[config.mk]
export PLATFORM = sky130hd
export DESIGN_NAME = mips_gpio_mmio
export DESIGN_NICKNAME = d
export VERILOG_FILES = /design/src/rtl/mips_gpio_mmio.sv
export SDC_FILE = /design/constraint.sdc
export NUM_CORES = 1
export LEC_CHECK = 0
export CORE_MARGIN = 3
export CORE_UTILIZATION = 58
export DETAILED_ROUTE_END_ITERATION = 8
export GPL_ROUTABILITY_DRIVEN = 0
export HOLD_SLACK_MARGIN = 0.03
export PLACE_DENSITY = 0.95
export SYNTH_ARGS = -nofsm -noshare
export SYNTH_HDL_FRONTEND = slang
export SYNTH_SLANG_ARGS = --single-unit
export TNS_END_PERCENT = 5
[constraint.sdc]
create_clock -name clk -period 8.4 [get_ports clk]
set_input_delay 0.84 -clock clk [delete_from_list [all_inputs] [get_ports clk]]
set_output_delay 0.84 -clock clk [all_outputs]
set_load 0.01 [all_outputs]
[src/rtl/mips_gpio_mmio.sv]
// Memory-mapped GPIO for the CoreMips data bus: synchronised and debounced inputs,
// sticky rising-edge flags with interrupt, and an 8-bit output register.
module mips_gpio_mmio #(
    parameter int DATA_WIDTH      = 32,
    parameter int GPIO_WIDTH      = 8,
    parameter int DEBOUNCE_CYCLES = 4
) (
    input  logic                  clk,
    input  logic                  rst,
    input  logic                  sel_i,
    input  logic                  we_i,
    input  logic [3:0]            addr_i,
    input  logic [DATA_WIDTH-1:0] wdata_i,
    output logic [DATA_WIDTH-1:0] rdata_o,
    input  logic [GPIO_WIDTH-1:0] GPIO_i,
    output logic [GPIO_WIDTH-1:0] GPIO_o,
    output logic                  irq_o
);

    localparam logic [7:0] CNT_MAX    = 8'(DEBOUNCE_CYCLES - 1);
    localparam logic [1:0] REG_IN     = 2'd0;
    localparam logic [1:0] REG_OUT    = 2'd1;
    localparam logic [1:0] REG_EDGE   = 2'd2;
    localparam logic [1:0] REG_IRQ_EN = 2'd3;

    logic [GPIO_WIDTH-1:0] sync1, sync2;
    logic [GPIO_WIDTH-1:0] in_q, in_d;
    logic [GPIO_WIDTH-1:0] out_q, edge_q, edge_d, irq_en_q;
    logic [7:0]            cnt_q [GPIO_WIDTH];
    logic [7:0]            cnt_d [GPIO_WIDTH];
    logic [DATA_WIDTH-1:0] rdata_q;
    logic [GPIO_WIDTH-1:0] wr_bits, edge_clr, read_val;
    logic [1:0]            reg_sel;
    logic                  wr_en, rd_en;
    logic                  unused_bits;

    assign reg_sel     = addr_i[3:2];
    assign wr_en       = sel_i & we_i;
    assign rd_en       = sel_i & ~we_i;
    assign wr_bits     = wdata_i[GPIO_WIDTH-1:0];
    assign unused_bits = ^{addr_i[1:0], wdata_i[DATA_WIDTH-1:GPIO_WIDTH]};

    always_comb begin
        in_d = in_q;
        for (int i = 0; i < GPIO_WIDTH; i++) begin
            cnt_d[i] = cnt_q[i] + 8'd1;
            if (sync2[i] == in_q[i]) begin
                cnt_d[i] = 8'd0;
            end else if (cnt_q[i] == CNT_MAX) begin
                in_d[i]  = sync2[i];
                cnt_d[i] = 8'd0;
            end
        end
    end

    // A flag raised this edge survives a simultaneous write-1-to-clear.
    always_comb begin
        edge_clr = (wr_en && reg_sel == REG_EDGE) ? wr_bits : '0;
        edge_d   = (edge_q & ~edge_clr) | (in_d & ~in_q);
    end

    always_comb begin
        read_val = '0;
        unique case (reg_sel)
            REG_IN:     read_val = in_q;
            REG_OUT:    read_val = out_q;
            REG_EDGE:   read_val = edge_q;
            REG_IRQ_EN: read_val = irq_en_q;
            default:    read_val = '0;
        endcase
    end

    always_ff @(posedge clk or posedge rst) begin
        if (rst) begin
            sync1 <= '0;
            sync2 <= '0;
            in_q  <= '0;
            for (int i = 0; i < GPIO_WIDTH; i++) begin
                cnt_q[i] <= 8'd0;
            end
        end else begin
            sync1 <= GPIO_i;
            sync2 <= sync1;
            in_q  <= in_d;
            for (int i = 0; i < GPIO_WIDTH; i++) begin
                cnt_q[i] <= cnt_d[i];
            end
        end
    end

    always_ff @(posedge clk or posedge rst) begin
        if (rst) begin
            out_q    <= '0;
            edge_q   <= '0;
            irq_en_q <= '0;
            rdata_q  <= '0;
        end else begin
            edge_q <= edge_d;
            if (wr_en && reg_sel == REG_OUT) begin
                out_q <= wr_bits;
            end
            if (wr_en && reg_sel == REG_IRQ_EN) begin
                irq_en_q <= wr_bits;
            end
            if (rd_en) begin
                rdata_q <= {{(DATA_WIDTH - GPIO_WIDTH){1'b0}}, read_val};
            end
        end
    end

    assign rdata_o = rdata_q;
    assign GPIO_o  = out_q;
    assign irq_o   = |(edge_q & irq_en_q);

endmodule

### After elaboration in Yosys (flattened, before gate mapping)

Index checks and enable logic that the tools add are counted.

| word-level totals | value |
|---|---|
| bits in registers | 120 |

| cells by class | value |
|---|---|
| add/subtract/negate cells | 8 |
| eq/ne operators | 19 |
| mux-type cells | 34 |
| bitwise gates (word level) | 9 |
| reduce and logical (&&, ||, !) cells | 5 |

Operator list:

| kind | number |
|---|---|
| $mux 8 | 17 |
| $add 8x1->8 const B | 8 |
| $eq 8x2->1 const B | 8 |
| $pmux 8 s4 | 1 |
| $and 8x8->8 | 3 |
| $mux 1 | 16 |
| $not 8->8 | 2 |
| $eq 1x1->1 | 8 |
| $or 8x8->8 | 1 |
| $reduce_or 8->1 | 1 |
| $eq 2x2->1 const B | 2 |
| $logic_and 1x1->1 | 3 |
| $and 1x1->1 | 2 |
| $eq 2x1->1 const B | 1 |
| $logic_not 2->1 | 1 |
| $not 1->1 | 1 |

### Logic depth before layout (Yosys ltp)

Gate-level depths: netlist (run 1).

| depth | value |
|---|---|
| depth after elaboration | 6 |
| gate-level depth with buffers | 4 |
| mapped depth without buffers | 4 |

### Least setup slack after synthesis (run 1)

No wires, ideal clock.

| timing | value |
|---|---|
| kind | input to register |
| start | in addr_i[3] |
| end | reg rdata_q[1], in the netlist rdata_o[1] |
| library setup time | 0.125 ns |
| arrival time | 1.716 ns |
| data required time | 8.275 ns |
| setup slack | 6.559 ns |
| cell stages on the path | 3 |
| path through | buf_6 -> mux4_2 -> mux2_4 |

| between the ends | value |
|---|---|
| longest elaborated chain between the ends | 2 |
| elaborated cells on any way between the ends | 5 |

RTL lines:

| element | line | text |
|---|---|---|
| start, declared | 12 | `input logic [3:0] addr_i,` |
| $eq 2x2->1, or another cell as far along | 64 | `unique case (reg_sel)` |
| $pmux 8 s4 (*) | 64 |  |
| end signal, assigned | 106 | `rdata_q <= {{(DATA_WIDTH - GPIO_WIDTH){1'b0}}, read_val};` |
| end, declared | 31 | `logic [DATA_WIDTH-1:0] rdata_q;` |

Every way passes the cells marked *; elsewhere a longest branch is shown, timed or not.
A chain may end at the register's enable or synchronous reset.

### Worst setup path after layout (run 1)

| timing | value |
|---|---|
| start | reg edge_q[0] |
| end | out irq_o |

| between the ends | value |
|---|---|
| longest elaborated chain between the ends | 2 |

RTL lines:

| element | line | text |
|---|---|---|
| start, declared | 28 | `logic [GPIO_WIDTH-1:0] out_q, edge_q, edge_d, irq_en_q;` |
| start signal, assigned | 98 | `edge_q <= edge_d;` |
| $and 8x8->8 | 113 | `assign irq_o = \|(edge_q & irq_en_q);` |
| $reduce_or 8->1 | 113 |  |
| end, declared | 17 | `output logic irq_o` |

Every way passes these cells.

==> results of run 1 <==
==> cell families after synthesis <==
kind of cell | count (synthesis) | share of synthesized area (%)
AO/OA/AOI/OAI | 80 | 8.96
XOR/XNOR | 32 | 4.99
adder cells (fa/ha/maj) | 8 | 1.78
buffers and inverters | 35 | 4.24
flip-flops | 120 | 53.5
multiplexers | 40 | 10.2
other | 1 | 0.0668
AND/OR/NAND/NOR | 157 | 16.3
==> cell usage after synthesis, types with 4 or more instances <==
master and count:
nor2b_1 7, and3_1 4, xor2_1 24, nor4_4 4, o21a_1 6, mux2_4 8
or3_1 24, ha_1 8, and2_1 4, mux2_2 23, nand2b_1 8, dfrtp_1 120
mux4_2 8, o2bb2ai_1 8, a211oi_1 6, a22oi_1 4, nand3_1 36, a21oi_1 24
xnor2_1 8, buf_4 24, nor2_1 32, a31o_2 6, o21ai_0 24, nand4_1 9
inv_1 7, nand2_1 20
==> where the power goes <==
group | total, uW | switching [uW] | internal (uW)
Sequential | 812 | 120 | 692
Clock | 627 | 245 | 381
Combinational | 431 | 194 | 237
==> final cells by class <==
cell class | count | area [sq um] | share of cell area (%)
clock buffer | 18 | 418 | 6.39
clock inverter | 11 | 86.3 | 1.32
multi-input combinational | 341 | 2460 | 37.6
sequential | 120 | 3000 | 45.9
tap | 129 | 161 | 2.47
inverter | 7 | 28.8 | 0.440
timing repair buffer | 39 | 388 | 5.93
==> critical path, delay by kind of cell (launching register included) <==
kind,cells,cell delay [ns]
AO/OA/AOI/OAI,1,0.28
AND/OR/NAND/NOR,1,0.13
flip-flops,1,0.41
buffers and inverters,1,0.52
==> cell usage in the layout (no fill, tap or decap), types with 2 or more instances in the layout <==
master,netlist,layout
a211oi_1,6,6
a21bo_2,2,2
a21oi_1,24,24
a22oi_1,4,4
a31o_2,6,6
and2_1,4,4
and3_1,4,4
clkbuf_16,0,16
clkdlybuf4s50_1,0,38
clkinv_2,0,8
conb_1,1,24
dfrtp_1,120,120
ha_1,8,8
inv_1,7,6
mux2_2,23,23
mux2_4,8,8
mux4_2,8,8
nand2_1,20,20
nand2b_1,8,8
nand3_1,36,36
nand4_1,9,9
nor2_1,32,32
nor2b_1,7,7
nor3_1,2,2
nor4_2,2,2
nor4_4,4,4
nor4b_2,2,2
o21a_1,6,6
o21ai_0,24,24
o2bb2ai_1,8,8
or3_1,24,24
xnor2_1,8,8
xor2_1,24,24
==> metal layers <==
metal	routed length [um]	global-route usage, %
met1	4660	27.7
met2	6180	39.3
met3	597	6.46
met4	176	6.74
met5	0	0
==> flip-flops by register name, summed over array words and instances (netlist names) <==
name	flops
in_q	8
edge_q	8
irq_en_q	8
cnt_q	64
sync2	8
sync1	8
GPIO_o	8
rdata_o	8
==> final timing paths <==
| path | slack (ns) | startpoint | endpoint | cells after the start |
|---|---|---|---|---|
| max | 5.72 | edge_q[0]$_DFF_PP0_ | irq_o | 3 |
| min | 0.35 | sync1[6]$_DFF_PP0_ | sync2[6]$_DFF_PP0_ | 0 |
| max reg2reg | 6.90 | cnt_q[16]$_DFF_PP0_ | in_q[5]$_DFF_PP0_ | 4 |
| min reg2reg | 0.35 | sync1[6]$_DFF_PP0_ | sync2[6]$_DFF_PP0_ | 0 |
| max in group asynchronous | 6.36 | rst | rdata_o[4]$_DFFE_PP0P_ | 3 |
| min in group asynchronous | 0.82 | rst | cnt_q[54]$_DFF_PP0_ | 2 |
==> through the flow <==
stage	instances	power, uW	utilization (%)	hold WS [ns]	setup WS [ns]
global placement	636	1200	64.7	0.331	5.63
detailed placement	636	1230	64.7	0.336	5.47
floorplan	496	1080	-	0.331	4.37
global route	665	1960	70.2	0.351	5.61
finish	665	1870	70.2	0.346	5.72
CTS	665	1880	70.2	0.348	5.71
==> metrics.md, run 1 <==
| Metric | Value |
|---|---|
| Initial core utilization | `60.2%` |
| Maximum vdd drop | `0.171 mV` |
| Dpl hpwl | `7510 um` |
| Via count | `3,840` |
| Async SR Flop Fraction | `100%` |
| Outcome | `finished, final reports clean` |
| Crit Path Class | `reg -> out` |
| Antenna diode count | `0` |
| WL/cell | `17.5 um` |
| H-Tree Depth | `4` |
| Initial DRC Count | `227` |
| Core Rows | `35` |
| Peak fanout along the critical path | `3` |
| Sequential area share after synthesis | `53.5%` |
| Area fraction of the dominant cell type after synthesis | `53.5%` |
| TritonCTS clock tree | `built` |
| Buffers on Ports | `38` |
| Synth Warn # | `0` |
| Post-DP Area | `6040 sq um` |
| Post-CTS setup buffers | `0` |
| Top cells by area, synth | `dfrtp_1 (53%), mux2_2 (4.6%), xor2_1 (3.7%), nand3_1 (3.2%), buf_4 (3.2%)` |
| Setup tns final | `0 ns` |
| Vias/cell | `5.77` |
| Cell Pwr Density | `286 nW/um^2` |
| First-pass GRT wire length | `19,500 um` |
| Max Root-Sink Buffers | `2` |
| EDFF count, synth | `0` |
| Die Wd | `104 um` |
| CTS root buf | `clkbuf_8` |
| Hold_buf cts | `0` |
| Syn Inst Count | `473` |
| Worst path required time | `7.56 ns` |
| Die Ht | `104 um` |
| Worst-skew pair later-pin latency | `0.51 ns` |
| Max Cap Viol | `0` |
| DRC | `0` |
| Layout cells sized above 1 | `16.4%` |
| Yosys reg bits | `120` |
| Number of global-route vias before repair | `3,975` |
| Crit path max-delay cell type | `clkdlybuf4s50_1` |
| Initial antenna violation count | `0` |
| CP max stage delay | `0.52 ns` |
| Top_reg_cell synth | `dfrtp_1` |
| Syn Area/Cell | `11.9 sq um` |
| Cell Area, Synth | `5610 sq um` |
| Max transition margin | `15.3%` |
| Nets | `582` |
| Synth cell types | `38` |
| Critical Path, Cell by Cell | `a22oi_1 > nand4_1 > clkdlybuf4s50_1` |
| Post-route minimum period | `2.68 ns` |
| Setup crit end kind | `output pin` |
| Post-CTS sizing | `0` |
| IO Pins | `89` |
| First-pass iteration count of the detailed router | `4` |
| Hold crit path type | `reg -> reg` |
| Core Box Area | `9330 sq um` |
| Critical Path Source Type | `flip-flop` |
| Slew @ Worst Pin | `1.27 ns` |
| Fill cells | `593` |
| Setup violations, final | `0` |
| Yosys top cell by area | `dfrtp_1` |
| Final non-filler cell area | `6540 sq um` |
| Full die area | `10,900 sq um` |
| Area growth syn-to-layout | `16.6%` |
| CTS buffer count | `17` |
| RSZ-0062 raised after global routing | `no` |
| Total global routing overflow | `0` |
| Pin count of the biggest net entering global routing | `63` |
| WP data arrival | `1.84 ns` |
| Final hold vios | `0` |
| Leak | `0.00278 uW` |
| Max Transition Viols Final | `0` |
| WL final | `11,600 um` |
| Final Skew | `0.00810 ns` |
| GRT Total Usage | `22.7%` |
| Fmax | `373 MHz` |
| Reg clk slew, reported paths | `0.05 ns` |
| Clock sinks | `120` |
| Post-route ant nets | `0` |
| Tcrit/Tclk final | `31.9%` |
Power figures use the tool's default switching activity.
==> run 2, diff against run 1 <==
CORE_UTILIZATION = 49   (was 58)
PLACE_DENSITY = 0.87   (was 0.95)
clock period = 2.3 ns   (was 8.4 ns; I/O delays follow)
==> metrics.md, run 2 (synthesis gave the netlist of run 1 again) <==
| Metric | Value |
|---|---|
| Buffers on Ports | `38 (unchanged)` |
| Most common cell after layout, fill and taps aside | `dfrtp_1` |
| Cell Pwr Density | `1060 nW/um^2 (+270%)` |
| Hold crit path type | `in -> reg` |
| Final non-filler cell area | `6780 sq um (+3.6%)` |
| Fmax | `494 MHz` |
| First-pass GRT wire length | `20,000 um (+2.8%)` |
| Peak fanout along the critical path | `3 (unchanged)` |
| Core Box Area | `11,000 sq um (+18%)` |
| Largest delay contributor family on the critical path | `buffers and inverters` |
| Setup slack after layout | `0.274 ns (-5.44 ns)` |
| Die Wd | `113 um (+8.3%)` |
| Maximum vdd drop | `0.647 mV (+280%)` |
| Initial antenna violation count | `0 (unchanged)` |
| RSZ-0062 raised after global routing | `no` |
| IO Pins | `89 (unchanged)` |
| First-pass iteration count of the detailed router | `6 (+2)` |
| Nets | `590 (+1.4%)` |
| Number of global-route vias before repair | `4,136 (+4.1%)` |
| Initial core utilization | `50.9% (-9.3 points)` |
| GRT Total Usage | `19.8% (-2.8 points)` |
| CP max stage delay | `0.52 ns (about the same)` |
| Setup tns final | `0 ns (unchanged)` |
| Post-CTS sizing | `0 (unchanged)` |
| Post-DP Area | `6180 sq um (+2.3%)` |
| Vias/cell | `5.74 (-0.63%)` |
| Reg clk slew, reported paths | `0.05 ns (about the same)` |
| Tcrit/Tclk final | `88.1%` |
| WL/cell | `17.4 um (-0.51%)` |
| Max Root-Sink Buffers | `2 (unchanged)` |
| Hold_buf cts | `0 (unchanged)` |
| Fill cells | `830 (+40%)` |
| Clock sinks | `120 (unchanged)` |
| Setup violations, final | `0 (unchanged)` |
| Crit path max-delay cell type | `clkdlybuf4s50_1` |
| Outcome | `finished, final reports clean` |
| Die Ht | `113 um (+8.3%)` |
| Critical Path Source Type | `flip-flop` |
| Pre-CTS WS | `0.352 ns (-5.12 ns)` |
| TritonCTS clock tree | `built` |
| Leak | `0.00287 uW (+3.1%)` |
| Most frequent cells in the layout | `dfrtp_1 (120), clkdlybuf4s50_1 (38), nand3_1 (36), nor2_1 (32)` |
| Max transition margin | `47.2% (+32 points)` |
| DRC | `0 (unchanged)` |
| Slew @ Worst Pin | `0.790 ns (-0.478 ns)` |
| Pin count of the biggest net entering global routing | `28 (-56%)` |
| CTS buffer count | `17 (unchanged)` |
| Initial DRC Count | `251 (+11%)` |
| Worst-skew pair later-pin latency | `0.40 ns (-0.11 ns)` |
| Buf/Inv on CP | `1 (unchanged)` |
| Largest register FFs | `64 (unchanged)` |
| Max Cap Viol | `0 (unchanged)` |
| Dpl hpwl | `8030 um (+6.9%)` |
| Antenna diode count | `0 (unchanged)` |
| Final Skew | `0.00604 ns (-0.00206 ns)` |
| H-Tree Depth | `4 (unchanged)` |
| Full die area | `12,800 sq um (+17%)` |
| Via count | `3,942 (+2.7%)` |
| Critical Path, Cell by Cell | `a22oi_1 > nand4_1 > clkdlybuf4s50_1` |
| Post-CTS setup buffers | `0 (unchanged)` |
| Core Rows | `38 (+8.6%)` |
| Area growth syn-to-layout | `20.7%` |
| CTS root buf | `clkbuf_16` |
| Setup crit end kind | `output pin` |
| Worst path required time | `2.07 ns (-5.49 ns)` |
| Total global routing overflow | `0 (unchanged)` |
| Post-route minimum period | `2.03 ns` |
| Max Transition Viols Final | `0 (unchanged)` |
| WP data arrival | `1.80 ns (-0.04 ns)` |
| WL final | `11,900 um (+2.8%)` |
| Crit Path Class | `reg -> out` |
| Final hold vios | `0 (unchanged)` |
| Biggest register | `cnt_q` |
| Post-route ant nets | `0 (unchanged)` |
| Layout cells sized above 1 | `17.7% (+1.3 points)` |
[run 2: worst paths after layout]
kind	startpoint	end	slack, ns	cells past startpoint
max in group asynchronous	rst	rdata_o[4]$_DFFE_PP0P_	1.42	3
min reg2reg	sync1[2]$_DFF_PP0_	sync2[2]$_DFF_PP0_	0.35	0
max	edge_q[0]$_DFF_PP0_	irq_o	0.27	3
min in group asynchronous	rst	cnt_q[14]$_DFF_PP0_	0.32	2
min	GPIO_i[0]	sync1[0]$_DFF_PP0_	0.26	1
max reg2reg	cnt_q[2]$_DFF_PP0_	in_q[7]$_DFF_PP0_	0.81	3
[run 2: final cells by class]
class	instances	area, sq um	share of cell area (%)
clock buffers	21	450	6.65
clock inverters	11	149	2.20
inverters	7	30.0	0.443
repair buffers	47	510	7.53
well taps	140	175	2.58
flip-flops and latches	120	3000	44.3
multi-input cells	341	2460	36.3
[run 2: through the flow]
step                hold WS, ns  std cells  power (uW)  util, %
floorplan                 0.261        496        3950        -
global placement          0.334        655        4440     56.0
detailed placement        0.335        655        4530     56.0
CTS                       0.251        687        7250     61.4
global route              0.248        687        7550     61.4
finish                    0.263        687        7200     61.4
[run 2: power breakdown]
| group | switching (uW) | internal (uW) | leakage (uW) |
|---|---|---|---|
| registers | 450 | 2530 | 0.00154 |
| logic | 685 | 880 | 0.00104 |
| clock network | 924 | 1730 | 0.000283 |
| total | 2060 | 5140 | 0.00287 |
[run 2: worst register-to-register path, stage by stage (launching register included)]
cell,delay (ns)
dfrtp_1,0.46
nor4_2,0.39
nand3_1,0.20
mux2_2,0.32
[run 2: per-layer routing]
metal	share of wire (%)	track usage [%]	vias to the layer above
li1	-	-	1798
met2	51	33.5	135
met4	2.7	9.38	0
met3	5.6	4.76	31
met5	0	0	-
met1	41	24.1	1978
==> run 3, diff against run 2 <==
CORE_UTILIZATION = 45   (was 49)
PLACE_DENSITY = 0.81   (was 0.87)
==> metrics.md, run 3 (synthesis gave the netlist of run 1 again) <==
| Metric | Value |
|---|---|
| Core Rows | `40 (+5.3%)` |
| Antenna diode count | `0 (unchanged)` |
| Final Skew | `0.00818 ns (+0.00214 ns)` |
| Tcrit/Tclk final | `87.1% (-1.0 points)` |
| Worst path required time | `2.07 ns (about the same)` |
| Most common cell after layout, fill and taps aside | `dfrtp_1` |
| Total global routing overflow | `0 (unchanged)` |
| CTS root buf | `clkbuf_16` |
| Largest register FFs | `64 (unchanged)` |
| Initial core utilization | `46.3% (-4.5 points)` |
| Die Wd | `118 um (+4.1%)` |
| Full die area | `13,800 sq um (+8.4%)` |
| Nets | `586 (-0.68%)` |
| H-Tree Depth | `4 (unchanged)` |
| Setup violations, final | `0 (unchanged)` |
| Dpl hpwl | `7310 um (-8.9%)` |
| Max transition margin | `57.4% (+10 points)` |
| Hold crit path type | `in -> reg` |
| Post-route ant nets | `0 (unchanged)` |
| Hold Crit Start | `GPIO_i[5]` |
| IO Pins | `89 (unchanged)` |
| Post-CTS setup buffers | `0 (unchanged)` |
| Area growth syn-to-layout | `19.3%` |
| Number of global-route vias before repair | `3,787 (-8.4%)` |
| DRC | `0 (unchanged)` |
| Setup crit end kind | `output pin` |
| R2R depth | `4 (+1)` |
| Post-route minimum period | `2.00 ns (-0.0231 ns)` |
| Leak | `0.00280 uW (-2.3%)` |
| Slew @ Worst Pin | `0.639 ns (-0.151 ns)` |
| Core Box Area | `12,100 sq um (+9.8%)` |
| Fmax | `499 MHz (+1.2%)` |
| Peak fanout along the critical path | `3 (unchanged)` |
| TritonCTS clock tree | `built` |
| Clock network power share | `35.6% (-1.3 points)` |
| Clock sinks | `120 (unchanged)` |
| Crit Reg-Reg Endpoint | `in_q[5]$_DFF_PP0_` |
| Maximum vdd drop | `0.653 mV (+1.0%)` |
| CP max stage delay | `0.51 ns (about the same)` |
| Part of the power in combinational logic | `22.0% (+0.3 points)` |
| Max Root-Sink Buffers | `2 (unchanged)` |
| Max Cap Viol | `0 (unchanged)` |
| Fin Hold WS | `0.265 ns (+0.00162 ns)` |
| Hold_buf cts | `0 (unchanged)` |
| Sw Share | `29.5% (+0.88 points)` |
| Min-Delay Endpoint | `sync1[5]$_DFF_PP0_` |
| Crit path max-delay cell type | `clkdlybuf4s50_1` |
| Vias/cell | `5.32 (-7.3%)` |
| Pin count of the biggest net entering global routing | `121 (+330%)` |
| RSZ-0062 raised after global routing | `no` |
| Setup tns final | `0 ns (unchanged)` |
| Worst hold path stage count | `1 (unchanged)` |
| Outcome | `finished, final reports clean` |
| Setup slack after layout | `0.297 ns (+0.0231 ns)` |
| Int Power | `4910 uW (-4.5%)` |
| Reg2reg setup slack | `0.85 ns (+0.04 ns)` |
| Worst reg2reg startpoint | `cnt_q[16]$_DFF_PP0_` |
| Sequential power share | `42.4% (+1.0 points)` |
| Critical Path, Cell by Cell | `a22oi_1 > nand4_1 > clkdlybuf4s50_1` |
| Pre-CTS WS | `0.450 ns (+0.0975 ns)` |
| WP data arrival | `1.77 ns (-0.03 ns)` |
| GRT Total Usage | `16.1% (-3.7 points)` |
| Biggest register | `cnt_q` |
| First-pass iteration count of the detailed router | `5 (-1)` |
| Buffers on Ports | `38 (unchanged)` |
| Initial DRC Count | `222 (-12%)` |
| P_sw | `2050 uW (-0.35%)` |
| Via count | `3,782 (-4.1%)` |
| Crit Path Class | `reg -> out` |
| Worst-skew pair later-pin latency | `0.40 ns (about the same)` |
| Max Transition Viols Final | `0 (unchanged)` |
| Cell Pwr Density | `1040 nW/um^2 (-2.2%)` |
| Reg clk slew, reported paths | `0.06 ns (about the same)` |
| Finished Core Util | `55.3% (-6.1 points)` |
| CTS buffer count | `17 (unchanged)` |
| Die Ht | `118 um (+4.1%)` |
| Initial antenna violation count | `0 (unchanged)` |
| Most frequent cells in the layout | `dfrtp_1 (120), clkdlybuf4s50_1 (38), nand3_1 (36), nor2_1 (32)` |
| First-pass GRT wire length | `18,100 um (-9.4%)` |
| WL/cell | `15.3 um (-12%)` |
| WL final | `10,900 um (-9.1%)` |
| Final hold vios | `0 (unchanged)` |
| Critical Path Source Type | `flip-flop` |
| Post-CTS sizing | `0 (unchanged)` |
| Layout cells sized above 1 | `17.7% (-0.054 points)` |
==> run 3: worst max path at each step <==
stage	to	startpoint	cells past startpoint	slack (ns)
global placement	rdata_o[1]$_DFFE_PP0P_	addr_i[3]	4	0.49
detailed placement	rdata_o[4]$_DFFE_PP0P_	sel_i	4	0.45
finish	irq_o	edge_q[0]$_DFF_PP0_	3	0.30
floorplan	GPIO_o[0]$_DFFE_PP0P_	rst	1	0.60
CTS	irq_o	edge_q[0]$_DFF_PP0_	3	0.27
global route	irq_o	edge_q[0]$_DFF_PP0_	3	0.25
==> run 3: final cells by class <==
class | instances | area (sq um)
Fill cell | 979 | 5410
Sequential cell | 120 | 3000
Multi-Input combinational cell | 341 | 2460
Clock buffer | 18 | 439
Timing Repair Buffer | 43 | 430
Tap cell | 168 | 210
Clock inverter | 14 | 128
Inverter | 7 | 30.0
==> run 3: critical path: cells and delay by family, from the launching register on <==
family	cells	cell delay (ns)
compound gates	1	0.28
buf+inv	1	0.51
flops	1	0.40
simple gates	1	0.18
==> run 3: stage by stage <==
step | cell area (sq um) | std cells | total power, uW
after floorplan | 5700 | 496 | 3950
after global placement | 6130 | 679 | 4430
after detailed placement | 6130 | 679 | 4500
after CTS | 6700 | 711 | 7030
after global routing | 6700 | 711 | 7350
final | 6700 | 711 | 6960
==> run 3: per-layer routing <==
layer	global-route usage (%)	routed length, um	up-vias
met2	25.6	5410	112
li1	-	-	1783
met5	0	0	-
met3	4.47	521	15
met4	7.03	133	0
met1	20.8	4790	1872
==> run 3: power groups by stage <==
| stage | Sequential (uW) | Clock (uW) | Combinational, uW |
|---|---|---|---|
| global placement | 2960 | 0 | 1480 |
| CTS | 2950 | 2530 | 1550 |
| detailed placement | 2970 | 0 | 1530 |
| floorplan | 2900 | 0 | 1050 |
| finish | 2950 | 2480 | 1530 |
| global route | 3020 | 2650 | 1680 |
